==> config.mk <==
export PLATFORM = sky130hd
export DESIGN_NAME = rv_execute_stage_flat
export DESIGN_NICKNAME = d
export VERILOG_FILES = /design/src/rtl/rv_execute_stage_if.sv /design/src/rtl/rv_execute_stage.sv /design/src/flat_wrapper.sv
export SDC_FILE = /design/constraint.sdc
export NUM_CORES = 1
export LEC_CHECK = 0
export ABC_AREA = 1
export CAP_MARGIN = 20
export CORE_MARGIN = 4
export CORE_UTILIZATION = 40
export CTS_CLUSTER_SIZE = 14
export DETAILED_ROUTE_END_ITERATION = 16
export PLACE_DENSITY = 0.66
export SETUP_SLACK_MARGIN = 0.4
export SYNTH_ARGS = -nofsm -noshare
export SYNTH_HDL_FRONTEND = slang
export SYNTH_SLANG_ARGS = --single-unit
export TNS_END_PERCENT = 20
==> constraint.sdc <==
create_clock -name clk -period 3.55 [get_ports clk]
set_clock_uncertainty 0.1 [all_clocks]
set_input_delay 0.355 -clock clk [delete_from_list [all_inputs] [get_ports clk]]
set_output_delay 0.355 -clock clk [all_outputs]
set_load 0.03 [all_outputs]
==> src/rtl/rv_execute_stage_if.sv <==
// Signal bundle between decode/hazard logic (master) and the execute slice (slave).
interface rv_execute_stage_if;
   logic        id_clear, id_wr_en, ex_clear, ex_wr_en;
   logic        id_jump, id_branch, id_mem_read, id_reg_wr_en, id_mem_wr_en;
   logic        id_op1_sel, id_op2_sel;
   logic [3:0]  id_alu_op;
   logic [1:0]  id_wb_sel;
   logic [2:0]  id_mem_ctrl;
   logic [31:0] id_pc, id_pc_next, id_rs1_data, id_rs2_data, id_imm;
   logic [4:0]  id_rd, id_rs1, id_rs2;
   logic [6:0]  id_opcode;
   logic [2:0]  id_funct3;
   logic [1:0]  fwd1_sel, fwd2_sel;
   logic [31:0] wb_data;

   logic        ex_jump, ex_branch, ex_mem_read;
   logic [4:0]  ex_rd, ex_rs1, ex_rs2;
   logic [6:0]  ex_opcode;
   logic [2:0]  ex_funct3;
   logic [31:0] ex_rs1_fwd, ex_rs2_fwd, ex_alu_result;
   logic [1:0]  mem_wb_sel;
   logic        mem_reg_wr_en, mem_mem_wr_en;
   logic [2:0]  mem_mem_ctrl;
   logic [4:0]  mem_rd;
   logic [31:0] mem_pc_next, mem_alu_result, mem_store_data;

   modport master (
      output id_clear, id_wr_en, ex_clear, ex_wr_en,
             id_jump, id_branch, id_mem_read, id_reg_wr_en, id_mem_wr_en,
             id_op1_sel, id_op2_sel, id_alu_op, id_wb_sel, id_mem_ctrl,
             id_pc, id_pc_next, id_rs1_data, id_rs2_data, id_imm,
             id_rd, id_rs1, id_rs2, id_opcode, id_funct3,
             fwd1_sel, fwd2_sel, wb_data,
      input  ex_jump, ex_branch, ex_mem_read, ex_rd, ex_rs1, ex_rs2,
             ex_opcode, ex_funct3, ex_rs1_fwd, ex_rs2_fwd, ex_alu_result,
             mem_wb_sel, mem_reg_wr_en, mem_mem_wr_en, mem_mem_ctrl, mem_rd,
             mem_pc_next, mem_alu_result, mem_store_data
   );

   modport slave (
      input  id_clear, id_wr_en, ex_clear, ex_wr_en,
             id_jump, id_branch, id_mem_read, id_reg_wr_en, id_mem_wr_en,
             id_op1_sel, id_op2_sel, id_alu_op, id_wb_sel, id_mem_ctrl,
             id_pc, id_pc_next, id_rs1_data, id_rs2_data, id_imm,
             id_rd, id_rs1, id_rs2, id_opcode, id_funct3,
             fwd1_sel, fwd2_sel, wb_data,
      output ex_jump, ex_branch, ex_mem_read, ex_rd, ex_rs1, ex_rs2,
             ex_opcode, ex_funct3, ex_rs1_fwd, ex_rs2_fwd, ex_alu_result,
             mem_wb_sel, mem_reg_wr_en, mem_mem_wr_en, mem_mem_ctrl, mem_rd,
             mem_pc_next, mem_alu_result, mem_store_data
   );
endinterface

==> src/rtl/rv_execute_stage.sv <==
// RV32I execute slice: ID/EX register, operand forwarding/select, ALU, EX/MEM register.
module rv_execute_stage (
   input  logic              clk,
   input  logic              rst_n,
   rv_execute_stage_if.slave bus
);
   typedef enum logic [3:0] {
      ALU_ADD  = 4'd0,  ALU_SUB = 4'd1, ALU_SLL = 4'd2, ALU_SLT = 4'd3,
      ALU_SLTU = 4'd4,  ALU_XOR = 4'd5, ALU_SRL = 4'd6, ALU_SRA = 4'd7,
      ALU_OR   = 4'd8,  ALU_AND = 4'd9, ALU_PASS = 4'd10
   } alu_op_e;

   typedef struct packed {
      logic        jump, branch, mem_read, reg_wr_en, mem_wr_en, op1_sel, op2_sel;
      logic [3:0]  alu_op;
      logic [1:0]  wb_sel;
      logic [2:0]  mem_ctrl;
      logic [31:0] pc, pc_next, rs1_data, rs2_data, imm;
      logic [4:0]  rd, rs1, rs2;
      logic [6:0]  opcode;
      logic [2:0]  funct3;
   } id_ex_t;

   typedef struct packed {
      logic [1:0]  wb_sel;
      logic        reg_wr_en, mem_wr_en;
      logic [2:0]  mem_ctrl;
      logic [31:0] pc_next, alu_result, store_data;
      logic [4:0]  rd;
   } ex_mem_t;

   id_ex_t      id_in, id_ex;
   ex_mem_t     ex_in, ex_mem;
   logic [31:0] rs1_fwd, rs2_fwd, op1, op2, alu_result;
   logic [4:0]  shamt;

   function automatic logic [31:0] fwd_mux(input logic [1:0] sel, input logic [31:0] reg_data,
                                           input logic [31:0] mem_data, input logic [31:0] wb);
      case (sel)
         2'd1:    return mem_data;
         2'd2:    return wb;
         default: return reg_data;
      endcase
   endfunction

   always_comb begin
      id_in = '{jump: bus.id_jump, branch: bus.id_branch, mem_read: bus.id_mem_read,
                reg_wr_en: bus.id_reg_wr_en, mem_wr_en: bus.id_mem_wr_en,
                op1_sel: bus.id_op1_sel, op2_sel: bus.id_op2_sel, alu_op: bus.id_alu_op,
                wb_sel: bus.id_wb_sel, mem_ctrl: bus.id_mem_ctrl, pc: bus.id_pc,
                pc_next: bus.id_pc_next, rs1_data: bus.id_rs1_data, rs2_data: bus.id_rs2_data,
                imm: bus.id_imm, rd: bus.id_rd, rs1: bus.id_rs1, rs2: bus.id_rs2,
                opcode: bus.id_opcode, funct3: bus.id_funct3};
   end

   always_ff @(posedge clk or negedge rst_n) begin
      if (!rst_n)             id_ex <= '0;
      else if (bus.id_clear)  id_ex <= '0;
      else if (bus.id_wr_en)  id_ex <= id_in;
   end

   always_comb begin
      rs1_fwd = fwd_mux(bus.fwd1_sel, id_ex.rs1_data, ex_mem.alu_result, bus.wb_data);
      rs2_fwd = fwd_mux(bus.fwd2_sel, id_ex.rs2_data, ex_mem.alu_result, bus.wb_data);
      op1     = id_ex.op1_sel ? id_ex.pc : rs1_fwd;
      op2     = id_ex.op2_sel ? rs2_fwd : id_ex.imm;
      shamt   = op2[4:0];
   end

   always_comb begin
      alu_result = '0;
      case (id_ex.alu_op)
         ALU_ADD:  alu_result = op1 + op2;
         ALU_SUB:  alu_result = op1 - op2;
         ALU_SLL:  alu_result = op1 << shamt;
         ALU_SLT:  alu_result = {31'd0, $signed(op1) < $signed(op2)};
         ALU_SLTU: alu_result = {31'd0, op1 < op2};
         ALU_XOR:  alu_result = op1 ^ op2;
         ALU_SRL:  alu_result = op1 >> shamt;
         ALU_SRA:  alu_result = $unsigned($signed(op1) >>> shamt);
         ALU_OR:   alu_result = op1 | op2;
         ALU_AND:  alu_result = op1 & op2;
         ALU_PASS: alu_result = op2;
         default:  alu_result = '0;
      endcase
   end

   always_comb begin
      ex_in = '{wb_sel: id_ex.wb_sel, reg_wr_en: id_ex.reg_wr_en, mem_wr_en: id_ex.mem_wr_en,
                mem_ctrl: id_ex.mem_ctrl, pc_next: id_ex.pc_next, alu_result: alu_result,
                store_data: rs2_fwd, rd: id_ex.rd};
   end

   always_ff @(posedge clk or negedge rst_n) begin
      if (!rst_n)             ex_mem <= '0;
      else if (bus.ex_clear)  ex_mem <= '0;
      else if (bus.ex_wr_en)  ex_mem <= ex_in;
   end

   assign bus.ex_jump        = id_ex.jump;
   assign bus.ex_branch      = id_ex.branch;
   assign bus.ex_mem_read    = id_ex.mem_read;
   assign bus.ex_rd          = id_ex.rd;
   assign bus.ex_rs1         = id_ex.rs1;
   assign bus.ex_rs2         = id_ex.rs2;
   assign bus.ex_opcode      = id_ex.opcode;
   assign bus.ex_funct3      = id_ex.funct3;
   assign bus.ex_rs1_fwd     = rs1_fwd;
   assign bus.ex_rs2_fwd     = rs2_fwd;
   assign bus.ex_alu_result  = alu_result;
   assign bus.mem_wb_sel     = ex_mem.wb_sel;
   assign bus.mem_reg_wr_en  = ex_mem.reg_wr_en;
   assign bus.mem_mem_wr_en  = ex_mem.mem_wr_en;
   assign bus.mem_mem_ctrl   = ex_mem.mem_ctrl;
   assign bus.mem_rd         = ex_mem.rd;
   assign bus.mem_pc_next    = ex_mem.pc_next;
   assign bus.mem_alu_result = ex_mem.alu_result;
   assign bus.mem_store_data = ex_mem.store_data;
endmodule

==> src/flat_wrapper.sv <==
// flat-port wrapper written by rule: the top's interface ports become plain ports
module rv_execute_stage_flat 
  (clk, rst_n, bus_id_clear, bus_id_wr_en, bus_ex_clear, bus_ex_wr_en, bus_id_jump, bus_id_branch, bus_id_mem_read, bus_id_reg_wr_en, bus_id_mem_wr_en, bus_id_op1_sel, bus_id_op2_sel, bus_id_alu_op, bus_id_wb_sel, bus_id_mem_ctrl, bus_id_pc, bus_id_pc_next, bus_id_rs1_data, bus_id_rs2_data, bus_id_imm, bus_id_rd, bus_id_rs1, bus_id_rs2, bus_id_opcode, bus_id_funct3, bus_fwd1_sel, bus_fwd2_sel, bus_wb_data, bus_ex_jump, bus_ex_branch, bus_ex_mem_read, bus_ex_rd, bus_ex_rs1, bus_ex_rs2, bus_ex_opcode, bus_ex_funct3, bus_ex_rs1_fwd, bus_ex_rs2_fwd, bus_ex_alu_result, bus_mem_wb_sel, bus_mem_reg_wr_en, bus_mem_mem_wr_en, bus_mem_mem_ctrl, bus_mem_rd, bus_mem_pc_next, bus_mem_alu_result, bus_mem_store_data);
  rv_execute_stage_if bus_i ();
  input  logic clk;
  input  logic rst_n;
  input wire logic [$bits(bus_i.id_clear)-1:0] bus_id_clear;
  input wire logic [$bits(bus_i.id_wr_en)-1:0] bus_id_wr_en;
  input wire logic [$bits(bus_i.ex_clear)-1:0] bus_ex_clear;
  input wire logic [$bits(bus_i.ex_wr_en)-1:0] bus_ex_wr_en;
  input wire logic [$bits(bus_i.id_jump)-1:0] bus_id_jump;
  input wire logic [$bits(bus_i.id_branch)-1:0] bus_id_branch;
  input wire logic [$bits(bus_i.id_mem_read)-1:0] bus_id_mem_read;
  input wire logic [$bits(bus_i.id_reg_wr_en)-1:0] bus_id_reg_wr_en;
  input wire logic [$bits(bus_i.id_mem_wr_en)-1:0] bus_id_mem_wr_en;
  input wire logic [$bits(bus_i.id_op1_sel)-1:0] bus_id_op1_sel;
  input wire logic [$bits(bus_i.id_op2_sel)-1:0] bus_id_op2_sel;
  input wire logic [$bits(bus_i.id_alu_op)-1:0] bus_id_alu_op;
  input wire logic [$bits(bus_i.id_wb_sel)-1:0] bus_id_wb_sel;
  input wire logic [$bits(bus_i.id_mem_ctrl)-1:0] bus_id_mem_ctrl;
  input wire logic [$bits(bus_i.id_pc)-1:0] bus_id_pc;
  input wire logic [$bits(bus_i.id_pc_next)-1:0] bus_id_pc_next;
  input wire logic [$bits(bus_i.id_rs1_data)-1:0] bus_id_rs1_data;
  input wire logic [$bits(bus_i.id_rs2_data)-1:0] bus_id_rs2_data;
  input wire logic [$bits(bus_i.id_imm)-1:0] bus_id_imm;
  input wire logic [$bits(bus_i.id_rd)-1:0] bus_id_rd;
  input wire logic [$bits(bus_i.id_rs1)-1:0] bus_id_rs1;
  input wire logic [$bits(bus_i.id_rs2)-1:0] bus_id_rs2;
  input wire logic [$bits(bus_i.id_opcode)-1:0] bus_id_opcode;
  input wire logic [$bits(bus_i.id_funct3)-1:0] bus_id_funct3;
  input wire logic [$bits(bus_i.fwd1_sel)-1:0] bus_fwd1_sel;
  input wire logic [$bits(bus_i.fwd2_sel)-1:0] bus_fwd2_sel;
  input wire logic [$bits(bus_i.wb_data)-1:0] bus_wb_data;
  output wire logic [$bits(bus_i.ex_jump)-1:0] bus_ex_jump;
  output wire logic [$bits(bus_i.ex_branch)-1:0] bus_ex_branch;
  output wire logic [$bits(bus_i.ex_mem_read)-1:0] bus_ex_mem_read;
  output wire logic [$bits(bus_i.ex_rd)-1:0] bus_ex_rd;
  output wire logic [$bits(bus_i.ex_rs1)-1:0] bus_ex_rs1;
  output wire logic [$bits(bus_i.ex_rs2)-1:0] bus_ex_rs2;
  output wire logic [$bits(bus_i.ex_opcode)-1:0] bus_ex_opcode;
  output wire logic [$bits(bus_i.ex_funct3)-1:0] bus_ex_funct3;
  output wire logic [$bits(bus_i.ex_rs1_fwd)-1:0] bus_ex_rs1_fwd;
  output wire logic [$bits(bus_i.ex_rs2_fwd)-1:0] bus_ex_rs2_fwd;
  output wire logic [$bits(bus_i.ex_alu_result)-1:0] bus_ex_alu_result;
  output wire logic [$bits(bus_i.mem_wb_sel)-1:0] bus_mem_wb_sel;
  output wire logic [$bits(bus_i.mem_reg_wr_en)-1:0] bus_mem_reg_wr_en;
  output wire logic [$bits(bus_i.mem_mem_wr_en)-1:0] bus_mem_mem_wr_en;
  output wire logic [$bits(bus_i.mem_mem_ctrl)-1:0] bus_mem_mem_ctrl;
  output wire logic [$bits(bus_i.mem_rd)-1:0] bus_mem_rd;
  output wire logic [$bits(bus_i.mem_pc_next)-1:0] bus_mem_pc_next;
  output wire logic [$bits(bus_i.mem_alu_result)-1:0] bus_mem_alu_result;
  output wire logic [$bits(bus_i.mem_store_data)-1:0] bus_mem_store_data;
  assign bus_i.id_clear = bus_id_clear;
  assign bus_i.id_wr_en = bus_id_wr_en;
  assign bus_i.ex_clear = bus_ex_clear;
  assign bus_i.ex_wr_en = bus_ex_wr_en;
  assign bus_i.id_jump = bus_id_jump;
  assign bus_i.id_branch = bus_id_branch;
  assign bus_i.id_mem_read = bus_id_mem_read;
  assign bus_i.id_reg_wr_en = bus_id_reg_wr_en;
  assign bus_i.id_mem_wr_en = bus_id_mem_wr_en;
  assign bus_i.id_op1_sel = bus_id_op1_sel;
  assign bus_i.id_op2_sel = bus_id_op2_sel;
  assign bus_i.id_alu_op = bus_id_alu_op;
  assign bus_i.id_wb_sel = bus_id_wb_sel;
  assign bus_i.id_mem_ctrl = bus_id_mem_ctrl;
  assign bus_i.id_pc = bus_id_pc;
  assign bus_i.id_pc_next = bus_id_pc_next;
  assign bus_i.id_rs1_data = bus_id_rs1_data;
  assign bus_i.id_rs2_data = bus_id_rs2_data;
  assign bus_i.id_imm = bus_id_imm;
  assign bus_i.id_rd = bus_id_rd;
  assign bus_i.id_rs1 = bus_id_rs1;
  assign bus_i.id_rs2 = bus_id_rs2;
  assign bus_i.id_opcode = bus_id_opcode;
  assign bus_i.id_funct3 = bus_id_funct3;
  assign bus_i.fwd1_sel = bus_fwd1_sel;
  assign bus_i.fwd2_sel = bus_fwd2_sel;
  assign bus_i.wb_data = bus_wb_data;
  assign bus_ex_jump = bus_i.ex_jump;
  assign bus_ex_branch = bus_i.ex_branch;
  assign bus_ex_mem_read = bus_i.ex_mem_read;
  assign bus_ex_rd = bus_i.ex_rd;
  assign bus_ex_rs1 = bus_i.ex_rs1;
  assign bus_ex_rs2 = bus_i.ex_rs2;
  assign bus_ex_opcode = bus_i.ex_opcode;
  assign bus_ex_funct3 = bus_i.ex_funct3;
  assign bus_ex_rs1_fwd = bus_i.ex_rs1_fwd;
  assign bus_ex_rs2_fwd = bus_i.ex_rs2_fwd;
  assign bus_ex_alu_result = bus_i.ex_alu_result;
  assign bus_mem_wb_sel = bus_i.mem_wb_sel;
  assign bus_mem_reg_wr_en = bus_i.mem_reg_wr_en;
  assign bus_mem_mem_wr_en = bus_i.mem_mem_wr_en;
  assign bus_mem_mem_ctrl = bus_i.mem_mem_ctrl;
  assign bus_mem_rd = bus_i.mem_rd;
  assign bus_mem_pc_next = bus_i.mem_pc_next;
  assign bus_mem_alu_result = bus_i.mem_alu_result;
  assign bus_mem_store_data = bus_i.mem_store_data;
  rv_execute_stage u_core (.clk(clk), .rst_n(rst_n), .bus(bus_i));
endmodule
==> Word-level counts from Yosys, hierarchy flattened <==
Index checks and enable logic that the tools add are counted.
{ "classes": {"magnitude_cmp": 2, "n_eq_ne": 14, "n_shift": 3, "bitwise_logic": 3, "muxes": 9, "reduce_logical": 3, "n_addsub": 2} }
{ "op_table": {"columns": ["op", "count"], "rows": [
  ["201-bit 2-to-1 mux", 2],
  ["32-bit case mux with 11 select lines", 1],
  ["108-bit 2-to-1 mux", 2],
  ["32-bit case mux with 2 select lines", 2],
  ["32-bit less-than comparator", 2],
  ["32-bit 2-to-1 mux", 2],
  ["32-bit adder", 1],
  ["32-bit AND", 1],
  ["32-bit OR", 1],
  ["32-bit by 5-bit << shifter with 32-bit output", 1],
  ["32-bit by 5-bit >> shifter with 32-bit output", 1],
  ["32-bit by 5-bit >>> shifter with 32-bit output", 1],
  ["32-bit subtractor", 1],
  ["32-bit XOR", 1],
  ["4-bit by 3-bit == test with 1-bit output (second input constant)", 4],
  ["4-bit == test (second input constant)", 3],
  ["4-bit by 2-bit == test with 1-bit output (second input constant)", 2],
  ["2-bit by 1-bit == test with 1-bit output (second input constant)", 2],
  ["2-bit == test (second input constant)", 2],
  ["4-bit by 1-bit == test with 1-bit output (second input constant)", 1],
  ["4-bit logical NOT", 1],
  ["2-bit nonzero test", 2]
]} }
{ "totals": {"register_bits": 309, "out_inout_bits": 232, "inputBits": 243, "elab_cells": 64} }

==> Longest topological paths before layout <==
Gate-level depths: netlist of the first run.
{ "logic_depth": {"ltp_word": 7, "depth_mapped": 29, "ltp_nobuf": 26} }

==> Worst setup path after synthesis of the first run <==
No wires, ideal clock.
{ "synth_path": {"path_type": "input port to output port", "start": "input bus_fwd2_sel[0]", "end": "output bus_ex_alu_result[14]", "setup_slack_ns": -0.342, "arrival_time_ns": 3.437, "required_time_ns": 3.095, "path_buffers": 5, "path_stages": 25, "path_cell_list": "inv_1 -> ha_1 -> inv_2 -> buf_6 -> nor2_2 -> a21oi_2 -> o21ai_4 -> buf_2 -> buf_2 -> ha_1 -> buf_4 -> inv_1 -> o21ai_0 -> nand2_1 -> nand2_1 -> nand2_1 -> nand2_1 -> nand3_1 -> nand2_1 -> nand2_1 -> nand3_1 -> nand2_1 -> nor2_1 -> nand4_1 -> buf_4"} }
{ "synth_rtl": {"columns": ["item", "line_no", "rtl"], "rows": [
  ["start, declared", "flat_wrapper.sv:32", "input wire logic [$bits(bus_i.fwd2_sel)-1:0] bus_fwd2_sel;"],
  ["end, declared", "flat_wrapper.sv:44", "output wire logic [$bits(bus_i.ex_alu_result)-1:0] bus_ex_alu_result;"]
]} }

==> Final worst setup path of the first run <==
{ "layout_path": {"start": "register u_core.ex_mem (netlist bit u_core.bus.mem_alu_result[0])", "end": "output bus_ex_alu_result[14]"} }
{ "layout_between": {"elab_chain_len": 4, "elab_cells_between_ends": 10, "cone_classes": "add/sub (2); shift (3); mux (5)"} }
{ "layout_lines": {"columns": ["item", "line_no", "rtl"], "rows": [
  ["start, declared", "rv_execute_stage.sv:33", "ex_mem_t ex_in, ex_mem;"],
  ["start signal, assigned", "rv_execute_stage.sv:97", "else if (bus.ex_wr_en) ex_mem <= ex_in;"],
  ["32-bit case mux with 2 select lines", "rv_execute_stage.sv:39", "case (sel)"],
  ["32-bit 2-to-1 mux, on equally long branches", "rv_execute_stage.sv:65, rv_execute_stage.sv:66", null],
  ["32-bit subtractor, or another cell as far along", "rv_execute_stage.sv:74", "ALU_SUB: alu_result = op1 - op2;"],
  ["32-bit case mux with 11 select lines (*)", "rv_execute_stage.sv:72", "case (id_ex.alu_op)"]
]} }
Mark *: on every way between the ends. The rest lies on a longest branch, timed or not.

==> results of run 1 <==
worst max-delay path, cell delays in order (launching register included):
cell	delay (ps)
dfrtp_1	390
a22o_1	280
nand2_2	110
buf_12	130
nand3_4	60
nand2_4	100
buf_6	110
ha_4	150
inv_4	40
fa_2	360
nand2_2	110
nor2_4	40
nor2_4	120
inv_2	60
a21oi_4	160
inv_2	90
nand2_2	90
nand2_4	80
nor2_4	120
nor2_2	40
nor2_2	170
buf_4	150
nand4_1	130
buf_6	170
buf_12	130
cell type report:
type | instances | area, µm²
repair inverters | 1 | 6.26
repair buffers | 1382 | 12600
flip-flops and latches | 309 | 7750
well taps | 782 | 978
diodes | 11 | 27.5
inverters | 479 | 1840
fillers | 5402 | 20300
multi-input cells | 2783 | 16100
clock inverters | 11 | 165
clock buffers | 55 | 1080
repair_timing:
action	CTS	global route
pin swaps	150	70
buffers inserted	77	16
endpoints found under the setup margin	77	64
hold endpoints to repair	91	0
cloned	3	0
hold buffers	1	0
resized for setup	589	132
registers in the layout (all words and copies together), names as in the netlist:
| name | count |
|---|---|
| u_core.id_ex | 134 |
| u_core.ex_in | 39 |
| u_core.bus.mem_alu_result | 32 |
| u_core.bus.mem_pc_next | 32 |
| u_core.bus.mem_store_data | 32 |
| u_core.bus.ex_opcode | 7 |
| u_core.bus.ex_rd | 5 |
| u_core.bus.ex_rs1 | 5 |
| u_core.bus.ex_rs2 | 5 |
| u_core.bus.mem_rd | 5 |
| u_core.bus.ex_funct3 | 3 |
| u_core.bus.mem_mem_ctrl | 3 |
| u_core.bus.mem_wb_sel | 2 |
| u_core.bus.ex_branch | 1 |
| u_core.bus.ex_jump | 1 |
| u_core.bus.ex_mem_read | 1 |
| u_core.bus.mem_mem_wr_en | 1 |
| u_core.bus.mem_reg_wr_en | 1 |
logic make-up after synthesis:
group	synth area share
compound gates	0.148
buf+inv	0.139
xor+xnor	0.00142
flops	0.313
simple gates	0.345
fa+ha+maj	0.0543
layout by cell type (no fill, tap or decap), types with 10 or more instances in the layout:
| cell type | n |
|---|---|
| a21oi_1 | 81 |
| a21oi_2 | 34 |
| a21oi_4 | 14 |
| buf_12 | 60 |
| buf_4 | 824 |
| buf_6 | 77 |
| clkbuf_16 | 37 |
| clkbuf_8 | 10 |
| clkdlybuf4s50_1 | 402 |
| dfrtp_1 | 298 |
| dfrtp_2 | 11 |
| diode_2 | 11 |
| ha_1 | 65 |
| ha_4 | 35 |
| inv_1 | 422 |
| inv_2 | 45 |
| nand2_1 | 957 |
| nand2_2 | 111 |
| nand2_4 | 26 |
| nand3_1 | 584 |
| nand3_2 | 48 |
| nand3_4 | 11 |
| nand4_1 | 30 |
| nor2_1 | 108 |
| nor2_2 | 44 |
| nor2_4 | 29 |
| nor3_1 | 13 |
| o21ai_0 | 330 |
| o21ai_1 | 65 |
| o21ai_2 | 26 |
| o21ai_4 | 29 |
| o22ai_1 | 19 |
report_power, final:
group	switching (mW)	internal [mW]
logic	5.79	4.41
clock network	1.65	2.29
registers	0.208	3.74
metal layers:
metal / track usage / share of wire
met5: 0 / 0.00017
met4: 0.204 / 0.062
met3: 0.121 / 0.12
met2: 0.643 / 0.43
met1: 0.544 / 0.39
stage by stage:
step	area, µm²	hold slack, ps	cells
after floorplan	25300	-40.6	3878
after global placement	35900	359	5639
after detailed placement	35900	354	5639
after CTS	39900	7.58	5786
after global routing	40500	29.1	5811
final	40500	22.3	5813
worst min path at each step:
stage / slack, ps / to / start / cells past startpoint
6_report: 20 / u_core.bus.ex_opcode[1]$_DFFE_PN0P_ / bus_id_wr_en / 3
5_1_grt: 30 / u_core.bus.ex_opcode[3]$_DFFE_PN0P_ / bus_id_wr_en / 3
4_1_cts: 8 / u_core.bus.ex_opcode[1]$_DFFE_PN0P_ / bus_id_wr_en / 3
3_5_place_dp: 350 / u_core.bus.ex_funct3[2]$_DFFE_PN0P_ / rst_n / 1
3_3_place_gp: 360 / u_core.bus.ex_funct3[2]$_DFFE_PN0P_ / rst_n / 1
2_1_floorplan: -40 / u_core.bus.ex_branch$_DFFE_PN0P_ / rst_n / 0
==> impl_metrics.tcl, run 1 <==
set metrics [dict create \
    clkSinkCount 309 \
    rsz0062_at_grt "yes" \
    finalCritPeriodShare 1.24 \
    numCtsBuffers 37 \
    ioPinCount 475 \
    clk-insertion-delay-late_ps 580 \
    cts_tree "done" \
    synth_top_cell_area_share 0.313 \
    maxCapViolCount 0 \
    yosysUniqueCellTypes 51 \
    wl_per_cell_um 24.8 \
    r2r.worst_path.cells 23 \
    die_x_um 257 \
    drt-initial-drc-count 3751 \
    start_util 0.407 \
    max_freq_mhz 228 \
    cts_buffer_depth 3 \
    grt_pass1_wl_um 208000 \
    die-area_um2 65800 \
    drive_gt1_frac 0.311 \
    vdd.ir_drop.worst_mv 0.404 \
    critical_path_class "reg -> out" \
    yosys.cell_count.top_type "nand2_1" \
    core-area_um2 60800 \
    cp_data_required_time_ps 3090 \
    p_leak_nw 19.7 \
    nNetsFinal 5342 \
    critPathLaunchType "flop" \
    post-place-ws_ps -1730 \
    via_count 32500 \
    violations "setup timing" \
    setup_viol 45 \
    hpwl_um 114000 \
    drtPass1Iterations 8 \
    crit_start "u_core.bus.mem_alu_result[0]$_DFFE_PN0P_" \
    fin_util 0.666 \
    grt_antenna_before_repair 12 \
    layout_min_cycle_time_ps 4390 \
    ys_seq_area_frac 0.313 \
    end_kind "output port" \
    synth_warnings 0 \
    rrSetupSlack_ps -190 \
    endpoint "bus_ex_alu_result[14]" \
    ys_top_cells_by_count "nand2_1 (1093), nand3_1 (640), inv_1 (469), o21ai_0 (406), dfrtp_1 (309)" \
    area_growth_pct 63.9 \
    num_rows 90 \
    synthArstFlopShare 1.00 \
    syn_area_um2 24700 \
    grt_overflow 0 \
    arrival_ps 3940 \
    grt_pass1_vias 31800 \
    final-hold-violation-count 0 \
    synth_nets 4227 \
    ys_top_cells_by_area "dfrtp_1 (31%), nand2_1 (17%), nand3_1 (13%)" \
    place.gp.congestion 1.10 \
    clk_pin_slew_worst_paths_ps 60 \
    fin_ws_ps -843 \
    wirelength_um 144000 \
    rr_endpoint "u_core.bus.mem_alu_result[20]$_DFFE_PN0P_" \
    detail_route.vias_per_cell 5.59 \
    tightest_slew_ps 808 \
    p_per_area_nw_per_um2 446 \
    port_buffers 474 \
    synth_top_flop_cell "dfrtp_1" \
    outcome "finished with violations" \
    avgSynthCellArea_um2 6.37 \
    synth_edf_count 0 \
    grt_util_all_layers 0.420 \
    ant_nets 0 \
    ys_ff_latch 309 \
    syn_inst 3878 \
    cts_max_level 2 \
    relSlewSlack 0.462 \
    slew_viol_final 0 \
    min_path_type "in -> reg" \
    power_mw 18.1 \
    fp.dieH_um 257 \
    cts-root-buf "clkbuf_16" \
    critPathMaxFanout 4 \
    yosys.area.top_type "dfrtp_1" \
    drc 0 \
    r2r-start "u_core.id_ex[194]$_DFFE_PN0P_" \
    grt_max_degree 109 \
    setup_tns_ps -22960 \
]
Power figures use the tool's default switching activity.
==> run 2: changes to the inputs <==
- ABC_AREA: 1 -> default
- REMOVE_ABC_BUFFERS: default -> 1
==> run 2 against run 1 <==
Against the previous run: the flow still finishes with violations (setup timing); maximum frequency shrank 12%; non-clock buffer count rose by 2; worst setup slack got worse by 610 ps; power shrank 4.9%; critical path depth shrank 5; clock power is 5.1% lower; first-iteration DRC count is 22% lower; final cell count is 18% lower; routed wire length decreased by 5.4%; combinational power down 6%; area after synthesis grew 0.30%; critical path type unchanged; design area down 1.9%.
==> impl_metrics.tcl, run 2 <==
set metrics [dict create \
    outcome "finished with violations" \
    violations "setup timing" \
    rrSetupSlack_ps -820 \
    grt_pass1_vias 28900 \
    largest_reg_flops 134 \
    clk_pin_slew_worst_paths_ps 60 \
    cts-root-buf "clkbuf_16" \
    start_util 0.403 \
    postPlaceCellArea_um2 36000 \
    avgSynthCellArea_um2 8.71 \
    cts_tree "done" \
    synth_top_cell_area_share 0.312 \
    fp.dieH_um 257 \
    drc 0 \
    seqPwrFrac 0.227 \
    hold_path_depth 2 \
    critPathLaunchType "flop" \
    ys_seq_area_frac 0.312 \
    wl_per_cell_um 28.5 \
    detail_route.vias_per_cell 5.87 \
    tightest_slew_ps 980 \
    p_per_area_nw_per_um2 433 \
    yosys.area_share.simple 0.149 \
    synth_top_flop_cell "dfrtp_1" \
    synthAdderAreaFrac 0.0541 \
    fin_util 0.647 \
    final-hold-violation-count 0 \
    final_common_cell "buf_4" \
    largest-register "u_core.id_ex" \
    die-area_um2 66000 \
    ant_nets 0 \
    synthArstFlopShare 1.00 \
    critPathMaxFanout 3 \
    drt-initial-drc-count 2925 \
    p_clk_frac 0.218 \
    yosysUniqueCellTypes 99 \
    multiInputGateArea_um2 16800 \
    post-place-ws_ps -2410 \
    setup_tns_ps -52100 \
    nFillCells 4977 \
    synth_compound_area_frac 0.202 \
    port_buffers 474 \
    ys_top_cells_by_count "nor2_1 (485), mux2i_1 (402), dfrtp_1 (309), nand2_1 (186), a21oi_1 (119)" \
    p_leak_nw 18.6 \
    drive_gt1_frac 0.359 \
    fin_ws_ps -1450 \
    wirelength_um 136000 \
    cts_max_level 2 \
    core-area_um2 61500 \
    syn_area_um2 24800 \
    p_int_mw 10.2 \
    synth_top_family_by_area "compound AO/OA/AOI/OAI gates" \
    clk-insertion-delay-late_ps 580 \
    combPwrFrac 0.556 \
    ys_top_cells_by_area "dfrtp_1 (31%), mux2i_1 (16%), nor2_1 (7.3%)" \
    slew_viol_final 0 \
    synth_warnings 0 \
    max_freq_mhz 200 \
    final_cell_mix "buf_4 (831), nor2_1 (470), clkdlybuf4s50_1 (419)" \
    syn_inst 2847 \
    synth_mux_area_frac 0.195 \
    arrival_ps 4540 \
    synthXorXnorAreaFrac 0.00601 \
    synth_edf_count 0 \
    nNetsFinal 4313 \
    critical_path_class "reg -> out" \
    vdd.ir_drop.worst_mv 0.437 \
    r2r.worst_path.cells 22 \
    place.gp.congestion 1.09 \
    p_sw_frac 0.406 \
    end_kind "output port" \
    clkSinkCount 309 \
    grt_antenna_before_repair 2 \
    grt_pass1_wl_um 197000 \
    finalCritPeriodShare 1.41 \
    grt_util_all_layers 0.395 \
    setup_viol 62 \
    p_switching_mw 6.98 \
    yosys.cell_count.top_type "nor2_1" \
    drtPass1Iterations 6 \
    yosys.area.top_type "dfrtp_1" \
    power_mw 17.2 \
    numCtsBuffers 35 \
    num_rows 91 \
    ys_ff_latch 309 \
    grt_max_degree 120 \
    cts_buffer_depth 3 \
    area_growth_pct 60.3 \
    rsz0062_at_grt "yes" \
    min_path_type "in -> reg" \
    layout_min_cycle_time_ps 5000 \
    grt_overflow 0 \
    seqCellArea_um2 7740 \
    via_count 28100 \
    finalInstanceArea_um2 39700 \
    die_x_um 257 \
    hpwl_um 106000 \
    cp_data_required_time_ps 3090 \
    ioPinCount 475 \
    maxCapViolCount 0 \
    relSlewSlack 0.347 \
]
[run 2: changes by cell type in the layout (fill, tap and decap cells not counted), sizes merged, moves of 52 or more]
cell	before	now
nand2	1097	186
nand3	643	33
mux2i	0	408
inv	481	105
o21ai	450	135
nor2	181	486
mux2	0	61
a22oi	1	53
nand2b	1	53
[run 2: kinds of logic after synthesis]
group,count (synthesis)
XOR/XNOR,17
AND/OR/NAND/NOR,867
buffers and inverters,408
flip-flops,309
adder cells (fa/ha/maj),106
AO/OA/AOI/OAI,671
multiplexers,469
[run 2: per-layer routing]
layer / vias to the layer above / GRT usage / part of all wire
li1: 12300 / - / -
met1: 14000 / 0.545 / 0.42
met2: 1417 / 0.606 / 0.44
met3: 317 / 0.0917 / 0.092
met4: 0 / 0.149 / 0.044
met5: - / 0 / 0
[run 2: final cells by class]
cell class              instances  area share
clock inverters                12     0.00381
diodes                          2    0.000126
flip-flops and latches        309       0.195
clock buffers                  49      0.0249
multi-input cells            2130       0.423
well taps                     790      0.0249
inverters                     104      0.0101
repair buffers               1384       0.319
[run 2: power groups by stage]
stage	clock network [mW]	logic (mW)	registers, mW
finish	3.74	9.56	3.90
global route	3.93	9.94	3.92
CTS	3.80	9.12	3.89
detailed placement	0	8.32	3.95
global placement	0	8.30	3.93
floorplan	0	3.27	4.11
[run 2: worst max-delay path: stages, from the launching register on]
cell and delay, ps:
dfrtp_2 500, a22oi_2 160, nor2_1 90, a21oi_2 180, o21ai_2 130, ha_2 220, fa_2 400, a211oi_4 260
buf_4 150, o211ai_1 130, a32oi_1 300, buf_4 170, buf_6 120, o21a_4 160, nor2_2 50, a211oi_2 200
a21oi_1 70, a211o_1 270, or2_1 260, buf_6 150
[run 2: per-stage QoR]
stage | hold WS (ps) | cells
after global placement | 315 | 4652
final | 203 | 4780
after detailed placement | 321 | 4652
after floorplan | -40.6 | 2543
after global routing | 222 | 4780
after CTS | 198 | 4756
[run 2: path summary, 6_finish.rpt]
| path | start | end |
|---|---|---|
| worst min register to register | u_core.id_ex[52]$_DFFE_PN0P_ | u_core.id_ex[52]$_DFFE_PN0P_ |
| max in group asynchronous | rst_n | u_core.bus.mem_pc_next[15]$_DFFE_PN0P_ |
| worst max register to register | u_core.bus.mem_alu_result[0]$_DFFE_PN0P_ | u_core.bus.mem_alu_result[25]$_DFFE_PN0P_ |
| worst max-delay path | u_core.bus.mem_alu_result[0]$_DFFE_PN0P_ | bus_ex_alu_result[14] |
| worst min-delay path | bus_ex_clear | u_core.bus.mem_rd[0]$_DFFE_PN0P_ |
| min in group asynchronous | rst_n | u_core.bus.mem_store_data[20]$_DFFE_PN0P_ |
[run 2: repair_timing]
item,4_1_cts,5_1_grt
hold buffers,2,0
cloned,3,0
pin swaps,104,54
endpoints found under the setup margin,91,65
resized for setup,342,115
buffers inserted,38,22
hold endpoints to repair,86,0
